==> config.mk <==
export PLATFORM = sky130hd
export DESIGN_NAME = event_encoder
export DESIGN_NICKNAME = d
export VERILOG_FILES = /design/src/rtl/event_encoder_pkg.sv /design/src/rtl/event_encoder_prio_sel.sv /design/src/rtl/event_encoder.sv
export SDC_FILE = /design/constraint.sdc
export NUM_CORES = 1
export LEC_CHECK = 0
export BUFFER_PORTS_ARGS = -buffer_cell sky130_fd_sc_hd__buf_2
export CORE_AREA = 2 2 39 41
export DETAILED_ROUTE_END_ITERATION = 8
export DIE_AREA = 0 0 41 43
export PLACE_DENSITY = 0.64
export SYNTH_ARGS = -nofsm -noshare
export SYNTH_HDL_FRONTEND = slang
export SYNTH_SLANG_ARGS = --single-unit
==> constraint.sdc <==
create_clock -name clk -period 1.8 [get_ports clk]
set_input_delay 0.09 -clock clk [delete_from_list [all_inputs] [get_ports clk]]
set_output_delay 0.09 -clock clk [all_outputs]
set_load 0.02 [all_outputs]
==> src/rtl/event_encoder_pkg.sv <==
// Shared definitions for the event encoder: default line count, index width
// helper and the default index type.
package event_encoder_pkg;

  // Default number of request lines.
  localparam int unsigned N_DEFAULT = 4;

  // Width of a binary index that selects one of n lines.
  function automatic int unsigned idx_w(input int unsigned n);
    return (n < 2) ? 1 : $clog2(n);
  endfunction

  // Index type for the default configuration.
  typedef logic [idx_w(N_DEFAULT)-1:0] idx_t;

endpackage : event_encoder_pkg

==> src/rtl/event_encoder_prio_sel.sv <==
// prio_sel: combinational fixed-priority selector, highest set index wins.
//   vec_i      : candidate vector
//   any_c_o    : at least one candidate is set
//   idx_c_o    : binary index of the winning candidate (0 when none)
//   onehot_c_o : one-hot mask of the winning candidate (0 when none)
module prio_sel
  import event_encoder_pkg::*;
#(
  parameter int unsigned N = N_DEFAULT
) (
  input  logic [N-1:0]        vec_i,
  output logic                any_c_o,
  output logic [idx_w(N)-1:0] idx_c_o,
  output logic [N-1:0]        onehot_c_o
);

  localparam int unsigned W = idx_w(N);

  // Ascending scan: a later (higher) set bit overrides any earlier winner.
  always_comb begin
    any_c_o    = |vec_i;
    idx_c_o    = '0;
    onehot_c_o = '0;
    for (int unsigned i = 0; i < N; i++) begin
      if (vec_i[i]) begin
        idx_c_o    = W'(i);
        onehot_c_o = '0;
        onehot_c_o[i] = 1'b1;
      end
    end
  end

endmodule : prio_sel

==> src/rtl/event_encoder.sv <==
// event_encoder: accumulates per-line event pulses into a pending register and
// presents the index of the highest-priority eligible event on a registered
// valid/ready output.
//   clk, rst_n   : clock, asynchronous active-low reset
//   req_i        : per-line event pulses (several may be high at once)
//   mask_i       : 1 = line eligible for selection (pending still accumulates)
//   ready_i      : consumer accepts code_o this cycle
//   clear_ovf_i  : clears the sticky overflow flags
//   valid_o      : code_o holds an unconsumed event
//   code_o       : binary index of the presented event
//   pending_o    : pending event register
//   overflow_o   : sticky per-line lost-event flags
module event_encoder
  import event_encoder_pkg::*;
#(
  parameter int unsigned N = N_DEFAULT
) (
  input  logic                clk,
  input  logic                rst_n,
  input  logic [N-1:0]        req_i,
  input  logic [N-1:0]        mask_i,
  input  logic                ready_i,
  input  logic                clear_ovf_i,
  output logic                valid_o,
  output logic [idx_w(N)-1:0] code_o,
  output logic [N-1:0]        pending_o,
  output logic [N-1:0]        overflow_o
);

  localparam int unsigned W = idx_w(N);

  logic [N-1:0] pending_q, pending_d;
  logic [N-1:0] ovf_q, ovf_d;
  logic         valid_q, valid_d;
  logic [W-1:0] code_q, code_d;

  logic [N-1:0] cand;
  logic         sel_any;
  logic [W-1:0] sel_idx;
  logic [N-1:0] sel_onehot;
  logic         load;
  logic [N-1:0] consume;

  assign cand = (pending_q | req_i) & mask_i;

  prio_sel #(.N(N)) u_prio_sel (
    .vec_i      (cand),
    .any_c_o    (sel_any),
    .idx_c_o    (sel_idx),
    .onehot_c_o (sel_onehot)
  );

  // Output stage may take a new event when empty or being drained.
  assign load    = ~valid_q | ready_i;
  assign consume = (load & sel_any) ? sel_onehot : '0;

  // Next-state for output stage, pending register and overflow flags.
  always_comb begin
    valid_d   = valid_q;
    code_d    = code_q;
    pending_d = pending_q;
    ovf_d     = ovf_q;

    if (load) begin
      valid_d = sel_any;
      if (sel_any) begin
        code_d = sel_idx;
      end
    end

    // On a consumed line the pending event goes first; a same-cycle request
    // on that line is then retained as the new pending event. If nothing was
    // pending, the request itself is the consumed event.
    pending_d = ((pending_q | req_i) & ~consume) | (pending_q & req_i);

    // A second event on a full, unconsumed line is lost; set beats clear.
    ovf_d = (clear_ovf_i ? '0 : ovf_q) | (req_i & pending_q & ~consume);
  end

  // State registers.
  always_ff @(posedge clk or negedge rst_n) begin
    if (!rst_n) begin
      valid_q   <= 1'b0;
      code_q    <= '0;
      pending_q <= '0;
      ovf_q     <= '0;
    end else begin
      valid_q   <= valid_d;
      code_q    <= code_d;
      pending_q <= pending_d;
      ovf_q     <= ovf_d;
    end
  end

  assign valid_o    = valid_q;
  assign code_o     = code_q;
  assign pending_o  = pending_q;
  assign overflow_o = ovf_q;

endmodule : event_encoder
# ---- Yosys cells after proc, flatten, opt, wreduce, memory -nomap -nowiden
# Cells that the tools add are included.
dict set report op_classes {
  reduce_logical 2
  n_bitwise 11
  muxes 9
}
# op count
set op_table {}
lappend op_table {{bitwise AND 4 bit} 4}
lappend op_table {{two-way mux 4 bit} 3}
lappend op_table {{bitwise OR 4 bit} 3}
lappend op_table {{two-way mux 2 bit} 3}
lappend op_table {{inverter 4 bit} 1}
lappend op_table {{OR reduction 4 bit} 1}
lappend op_table {{two-way mux 3 bit} 1}
lappend op_table {{two-way mux 1 bit} 2}
lappend op_table {{AND reduction 2 bit} 1}
lappend op_table {{bitwise AND 1 bit} 1}
lappend op_table {{inverter 1 bit} 1}
lappend op_table {{bitwise OR 1 bit} 1}
dict set report totals {
  regBits 11
  inputBits 12
  elab_cells 26
  output_inout_bits 11
}

# ---- Depth between registers and ports, before layout
# Gate-level depths: netlist of the first run.
dict set report logic_depth {
  depth_word 10
  ltp_mapped 4
  mapped_depth_nobuf 4
}

# ---- Cells and area by module
# Synthesis of the first run repeated with hierarchy kept, for this count alone.
dict set report hier_totals {
  hier_cells 44
  area_unflattened_um2 520.5
}
# module cells_per_inst area_each_um2 seq_area_each_um2 instances
set by_module_without_submodules {}
lappend by_module_without_submodules {event_encoder 35 467.9 275.3 1}
lappend by_module_without_submodules {prio_sel 9 52.6 0.0 1}

# ---- Worst setup path before layout of the first run
# No wires, ideal clock.
dict set report synth_path {
  path_type {flip-flop to flip-flop}
  start {register pending_q[2], in the netlist pending_o[2]}
  end {register pending_q[0], in the netlist pending_o[0]}
  path_stages_with_launch 5
  setup_time_ns 0.126
  period_less_slack_ns 1.458
  t_arrival_ns 1.332
  path_buffers 0
  required_time_ns 1.674
  path_slack_ns 0.342
  path_cell_list {dfrtp_1 o21a_4 nor3_4 nand3b_2 maj3_2}
}
dict set report synth_via {
  elab_chain_len 8
  elab_cells_between_ends 10
  classes_between {mux (3); bitwise (6); reduce/logical (1)}
}
# element line
set synth_lines {}
lappend synth_lines {{start: declaration} event_encoder.sv:32} ;# logic [N-1:0] pending_q, pending_d;
lappend synth_lines {{start signal: assignment} event_encoder.sv:90} ;# pending_q <= pending_d;
lappend synth_lines {{bitwise OR 4 bit (*)} event_encoder.sv:44} ;# assign cand = (pending_q | req_i) & mask_i;
lappend synth_lines {{bitwise AND 4 bit (*)} event_encoder.sv:44}
lappend synth_lines {{OR reduction 4 bit or two-way mux 3 bit (tied branches)} {event_encoder_prio_sel.sv:21, event_encoder_prio_sel.sv:25}}
lappend synth_lines {{bitwise AND 1 bit or two-way mux 4 bit (tied branches)} {event_encoder.sv:55, event_encoder_prio_sel.sv:25}}
lappend synth_lines {{two-way mux 4 bit (*)} event_encoder.sv:55} ;# assign consume = (load & sel_any) ? sel_onehot : '0;
lappend synth_lines {{inverter 4 bit (*)} event_encoder.sv:74} ;# pending_d = ((pending_q | req_i) & ~consume) | (pending_q & req_i);
lappend synth_lines {{bitwise AND 4 bit (*)} event_encoder.sv:74}
lappend synth_lines {{bitwise OR 4 bit (*)} event_encoder.sv:74}
lappend synth_lines {{net pending_d[0]} event_encoder.sv:32}
# Mark *: on every way through the listed nets, which the timed path passes. The rest lies on a longest branch.
# A chain may end at the register's enable or synchronous reset.

# ---- Worst setup path in the final report of the first run
# Ends and elaborated chain as after synthesis.

==> results of run 1 <==
## registers in the layout, indices dropped and copies added (netlist names)
signal	flops
code_o	2
overflow_o	4
pending_o	4
valid_o	1
## metrics by stage
stage | total power, mW | cell area [um2] | utilization (%)
5_1_grt | 0.6246 | 670.6 | 48.46
2_1_floorplan | 0.3708 | 504.2 | -
3_3_place_gp | 0.4238 | 634.4 | 45.84
3_5_place_dp | 0.4250 | 634.4 | 45.84
4_1_cts | 0.6014 | 670.6 | 48.46
6_report | 0.5845 | 670.6 | 48.46
## cell usage after synthesis
cell	number	share of area, %
dfrtp_1	11	55
o21ai_0	5	5.0
nor2_1	4	3.0
nand2_1	3	2.2
o21a_1	3	4.5
a32o_1	2	4.0
maj3_2	2	4.5
nor3_1	2	2.0
a21oi_1	1	0.99
a31oi_1	1	1.2
a32o_2	1	2.2
inv_1	1	0.74
maj3_1	1	2.0
nand2b_1	1	1.2
nand3b_2	1	2.2
nor2b_2	1	1.7
nor3_4	1	3.2
o21a_4	1	3.0
o2bb2ai_1	1	1.7
## worst min-delay path by stage
| stage | to | slack, ns | depth (start not counted) |
|---|---|---|---|
| floorplan | code_o[0]$_DFFE_PN0P_ | -0.21 | 0 |
| global placement | code_o[0]$_DFFE_PN0P_ | -0.03 | 1 |
| detailed placement | code_o[0]$_DFFE_PN0P_ | -0.02 | 1 |
| CTS | pending_o[2]$_DFF_PN0_ | 0.02 | 2 |
| global route | pending_o[2]$_DFF_PN0_ | 0.03 | 2 |
| finish | pending_o[2]$_DFF_PN0_ | 0.04 | 2 |
## power by group
| group | internal [mW] | switching [mW] | leakage (nW) |
|---|---|---|---|
| Combinational | 0.0547 | 0.0790 | 0.153 |
| Sequential | 0.271 | 0.0155 | 0.116 |
| Clock | 0.0858 | 0.0781 | 0.0150 |
## cells by family after synthesis
family | share of synthesized area [%]
and+or+nand+nor | 15.63
AOI/OAI and AO/OA | 22.58
adders and majority gates | 6.451
buffers and inverters | 0.7437
DFF | 54.59
## repair_timing
action | in CTS | in global routing
hold endpoints to repair | 11 | 0
hold buffers | 1 | 0
endpoints found under the setup margin | 0 | 0
## metal layers
layer,vias to the layer above,track usage [%]
met5,-,0
met4,0,6.000
met3,0,9.424
met2,22,17.50
met1,189,19.46
li1,217,-
## area by class of cell
cell class / instances / area share (%)
clock buffer: 4 / 3.918
tap: 16 / 2.985
inverter: 1 / 0.5597
multi-input combinational: 31 / 33.58
timing repair buffer: 23 / 17.91
sequential: 11 / 41.04
## worst register-to-register path: stages (launching register included)
cell and delay (ns):
dfrtp_1 0.42, o21a_4 0.25, nor3_4 0.22, nand3b_2 0.11, maj3_2 0.31
==> flow_summary_export.csv, run 1 <==
group,metric,value,unit
power,ir_drop,0.5644,mV
global_route,grt_max_degree,12,
hold_path,holdCritStartpoint,"mask_i[2]",
place,place_inst,81,
critical_path,rr_worst_depth,4,
global_route,gr-total-overflow,0,
power,power.density,871.5,mW/mm2
layout,drive_gt1_share,45.71,%
yosys,synth_area,504.2,um2
hold_path,hold_class,"in2reg",
layout,fill_cells,135,
yosys,ys_seq_elements,11,
drt,route.met2.wl,432,um
floorplanning,num_rows,14,
drt,top_layer,"met3",
run,cap_viol_max_count,0,
outcome,status,"completed",
critical_path,crit_end,"pending_o[0]$_DFF_PN0_",
floorplanning,die_h,43,um
cts,cts_tree,"built",
sta,fin_crit,1.424,ns
drt,drc,0,
cts,clockBufferDepth,2,
critical_path,startpoint,"pending_o[2]$_DFF_PN0_",
place,dp_slack,0.3896,ns
drt,dr.pass1.iters,4,
critical_path,rrSetupSlack,0.38,ns
sta,whs,0.04488,ns
global_route,grt_pass1_wl,1649,um
cts,cts_sinks,11,
layout,layout_common_cells,"22 x buf_2, 11 x dfrtp_1, 5 x o21ai_0",
layout,final_cells,86,
yosys,ys_seq_area_share,54.59,%
critical_path,crit-reg2reg-capture,"pending_o[0]$_DFF_PN0_",
yosys,synth_cells,43,
critical_path,required,1.95,ns
drt,ant_nets,0,
critical_path,rr_startpoint,"pending_o[2]$_DFF_PN0_",
critical_path,startpoint_type,"flop",
critical_path,endpoint_kind,"flop",
floorplanning,die_w,41,um
cts,worstSkewPairLatency,0.27,ns
drt,drtIter0Drc,6,
power,p_leak,0.2838,nW
sta,fin_ws,0.3764,ns
sta,slew_violations,0,
cts,ctsResizeCount,0,
sta,hold_violations,0,
drt,wl_met1,448,um
critical_path,cp.arrival,1.58,ns
place,io_buffers,22,
floorplanning,die-area,0.001763,mm2
global_route,grt_usage,14.34,%
cts,h-tree-depth,1,
critical_path,cp_top_family,"flip-flops",
critical_path,critPathMaxFanout,5,
layout,nNetsFinal,83,
place,place_congestion,0.7460,
critical_path,critPathBufInv,0,
place,hpwl,759.1,um
layout,antenna_cells,0,
drt,vias_per_cell,4.977,
sta,relSlewSlack,76.64,%
drt,met3_length,104,um
floorplanning,start_util,36.44,%
yosys,syn-num-nets,55,
cts,post_cts_buffers,0,
critical_path,critPathKind,"reg2reg",
critical_path,slowest_delay,0.42,ns
yosys,yosysUniqueCellTypes,19,
drt,wirelength,986,um
floorplanning,ios,23,
global_route,grt_antenna_before_repair,0,
layout,final_common_cell,"buf_2",
layout,multi_input_area,225.2,um2
sta,setup_tns,0,ns
cts,cts_buffers,3,
layout,synthToLayoutAreaGrowth,33.00,%
layout,regArea,275.3,um2
floorplanning,core_area,0.001384,mm2
sta,max_freq,702.4,MHz
critical_path,slowest_stage,"dfrtp_1",
yosys,yosysWarnings,0,
cts,cts-root-buf,"clkbuf_4",
sta,worst_slew_pin_slew,0.3489,ns
global_route,grt_pass1_vias,378,
drt,vias,428,
drt,routedWlPerCell,11.47,um
yosys,synth.avg_cell_area,11.73,um2
cts,clkTransAtPathRegs,0.07,ns
critical_path,crit_cells,4,
sta,rsz0062_at_grt,"no",
critical_path,cp_cell_sequence,"o21a_4, nor3_4, nand3b_2, maj3_2",
sta,post-route-period-util,79.09,%
sta,setup_viol,0,
sta,clock_skew,0.003473,ns
Note: power is estimated with default switching activity, not from simulation.
==> run 2, diff against run 1 <==
--- a/config.mk
+++ b/config.mk
@@ -9,7 +9,7 @@
 export CORE_AREA = 2 2 39 41
 export DETAILED_ROUTE_END_ITERATION = 8
 export DIE_AREA = 0 0 41 43
-export PLACE_DENSITY = 0.64
+export PLACE_DENSITY = 0.66
 export SYNTH_ARGS = -nofsm -noshare
 export SYNTH_HDL_FRONTEND = slang
 export SYNTH_SLANG_ARGS = --single-unit
==> constraint.sdc (replaced) <==
create_clock -name clk -period 1.1 [get_ports clk]
set_input_delay 0.055 -clock clk [delete_from_list [all_inputs] [get_ports clk]]
set_output_delay 0.055 -clock clk [all_outputs]
set_load 0.02 [all_outputs]
==> run 2 against run 1 <==
  * Critical endpoint unchanged
  * Highest routed layer is now met4
  * Die area unchanged
  * Power increased by 76%
  * Worst setup slack got worse by 0.65 ns
  * The run now ends with negative setup slack left
  * Largest power group unchanged
==> flow_summary_export.csv, run 2 (synthesis gave the netlist of run 1 again) <==
group,metric,value,unit
critical_path,rr_worst_depth,4,
place,place_congestion,0.7436,
layout,final_common_cell,"buf_2",
global_route,grt_max_degree,12,
cts,clockBufferDepth,2,
drt,drtIter0Drc,4,
place,postPlaceCellArea,725.7,um2
drt,vias,471,
outcome,status,"finished, violations left",
sta,setup_viol,4,
floorplanning,die_w,41,um
power,power.density,1284,mW/mm2
global_route,grt_usage,15.17,%
critical_path,cp.arrival,1.52,ns
global_route,use_met3,3.141,%
global_route,busiest_layer,"met2",
drt,dr.pass1.iters,4,
critical_path,crit_end,"pending_o[0]$_DFF_PN0_",
drt,drc,0,
critical_path,crit-reg2reg-capture,"pending_o[0]$_DFF_PN0_",
layout,layout_common_cells,"21 x buf_2, 8 x dfrtp_1, 8 x buf_4",
critical_path,critPathMaxFanout,3,
floorplanning,die-area,0.001763,mm2
drt,vias_per_cell,4.906,
drt,ant_nets,0,
layout,fill_cells,121,
critical_path,startpoint_type,"flop",
floorplanning,ios,23,
global_route,grtUsageMet1,19.87,%
global_route,grt_pass1_wl,1787,um
cts,h-tree-depth,1,
sta,worst_slew_pin_slew,0.2459,ns
hold_path,hold_class,"in2reg",
cts,clkTransAtPathRegs,0.07,ns
drt,wirelength,1114,um
global_route,gr-total-overflow,0,
cts,worstSkewPairLatency,0.26,ns
run,cap_viol_max_count,0,
sta,max_freq,726.4,MHz
place,dp_slack,-0.2661,ns
outcome,violations,"negative setup slack",
critical_path,required,1.25,ns
layout,stdcell_area,803.3,um2
layout,fin_util,58.05,%
critical_path,endpoint_kind,"flop",
sta,clock_skew,0.001552,ns
sta,relSlewSlack,83.61,%
floorplanning,start_util,36.44,%
global_route,grt_pass1_vias,458,
sta,slew_violations,0,
floorplanning,die_h,43,um
critical_path,rrSetupSlack,-0.28,ns
floorplanning,num_rows,14,
sta,hold_violations,0,
drt,routedWlPerCell,11.60,um
layout,synthToLayoutAreaGrowth,59.31,%
critical_path,critPathKind,"reg2reg",
critical_path,startpoint,"pending_o[3]$_DFF_PN0_",
floorplanning,core_area,0.001384,mm2
critical_path,rr_startpoint,"pending_o[3]$_DFF_PN0_",
cts,cts_sinks,11,
power,p_leak,0.3527,nW
layout,nNetsFinal,93,
place,io_buffers,22,
sta,fin_ws,-0.2766,ns
sta,whs,0.03243,ns
place,hpwl,865.1,um
layout,antenna_cells,0,
sta,rsz0062_at_grt,"yes",
global_route,met2_usage,22.50,%
sta,post-route-period-util,125.1,%
cts,cts_tree,"built",
sta,fin_crit,1.377,ns
cts,cts_buffers,3,
layout,drive_gt1_share,66.25,%
power,power,1.031,mW
power,ir_drop,0.6642,mV
global_route,grt_antenna_before_repair,0,
cts,cts-root-buf,"clkbuf_4",
run 2: cell count changes in the layout (fill, tap and decap cells not counted), moves of 3 or more:
cell / delta
o21ai_1: +3
buf_6: +3
dfrtp_2: +3
buf_4: +8
dfrtp_1: -3
o21ai_0: -4
run 2: per-stage QoR:
stage | setup TNS [ns] | instances
2_1_floorplan | -1.210 | 43
3_3_place_gp | -0.8802 | 90
3_5_place_dp | -1.027 | 90
4_1_cts | -0.9819 | 95
5_1_grt | -1.387 | 96
6_report | -0.9402 | 96
run 2: where the power goes:
group / switching [mW] / internal (mW) / leakage (nW) / total (mW)
Sequential: 0.0208 / 0.445 / 0.114 / 0.466
Combinational: 0.155 / 0.141 / 0.223 / 0.296
Clock: 0.129 / 0.140 / 0.0150 / 0.269
Total: 0.305 / 0.726 / 0.353 / 1.03
run 2: cell type report:
cell class / instances / area [um2] / area share (%)
sequential: 11 / 279.0 / 34.74
multi-input combinational: 31 / 265.3 / 33.02
timing repair buffer: 33 / 209.0 / 26.01
clock buffer: 4 / 26.28 / 3.271
tap: 16 / 20.02 / 2.492
inverter: 1 / 3.754 / 0.4673
run 2: worst min-delay path by stage:
stage | from | to | slack [ns] | cells past startpoint
detailed placement | rst_n | code_o[1]$_DFFE_PN0P_ | -0.06 | 1
finish | mask_i[2] | pending_o[2]$_DFF_PN0_ | 0.03 | 2
global route | mask_i[2] | pending_o[2]$_DFF_PN0_ | 0.03 | 2
CTS | mask_i[2] | pending_o[2]$_DFF_PN0_ | 0.004 | 2
floorplan | rst_n | code_o[0]$_DFFE_PN0P_ | -0.24 | 0
global placement | rst_n | code_o[1]$_DFFE_PN0P_ | -0.06 | 1
run 2: per-layer routing:
metal | share of wire [%] | vias up
li1 | - | 237
met1 | 43 | 218
met2 | 50 | 14
met3 | 6.3 | 2
met4 | 0.54 | 0
met5 | 0 | -
run 2: worst max-delay path: stages, from the launching register on:
cell	delay, ns
dfrtp_2	0.41
o21a_4	0.21
nor3_4	0.22
nand3b_2	0.11
maj3_2	0.31
run 2: timing repair:
| item | 4_1_cts | 5_1_grt |
|---|---|---|
| endpoints found under the hold margin | 11 | 0 |
| endpoints found under the setup margin | 6 | 9 |
| pin swaps | 3 | 1 |
| resized for setup | 5 | 9 |
| gates cloned | 0 | 0 |
| setup buffers | 0 | 1 |
| hold buffers | 1 | 0 |
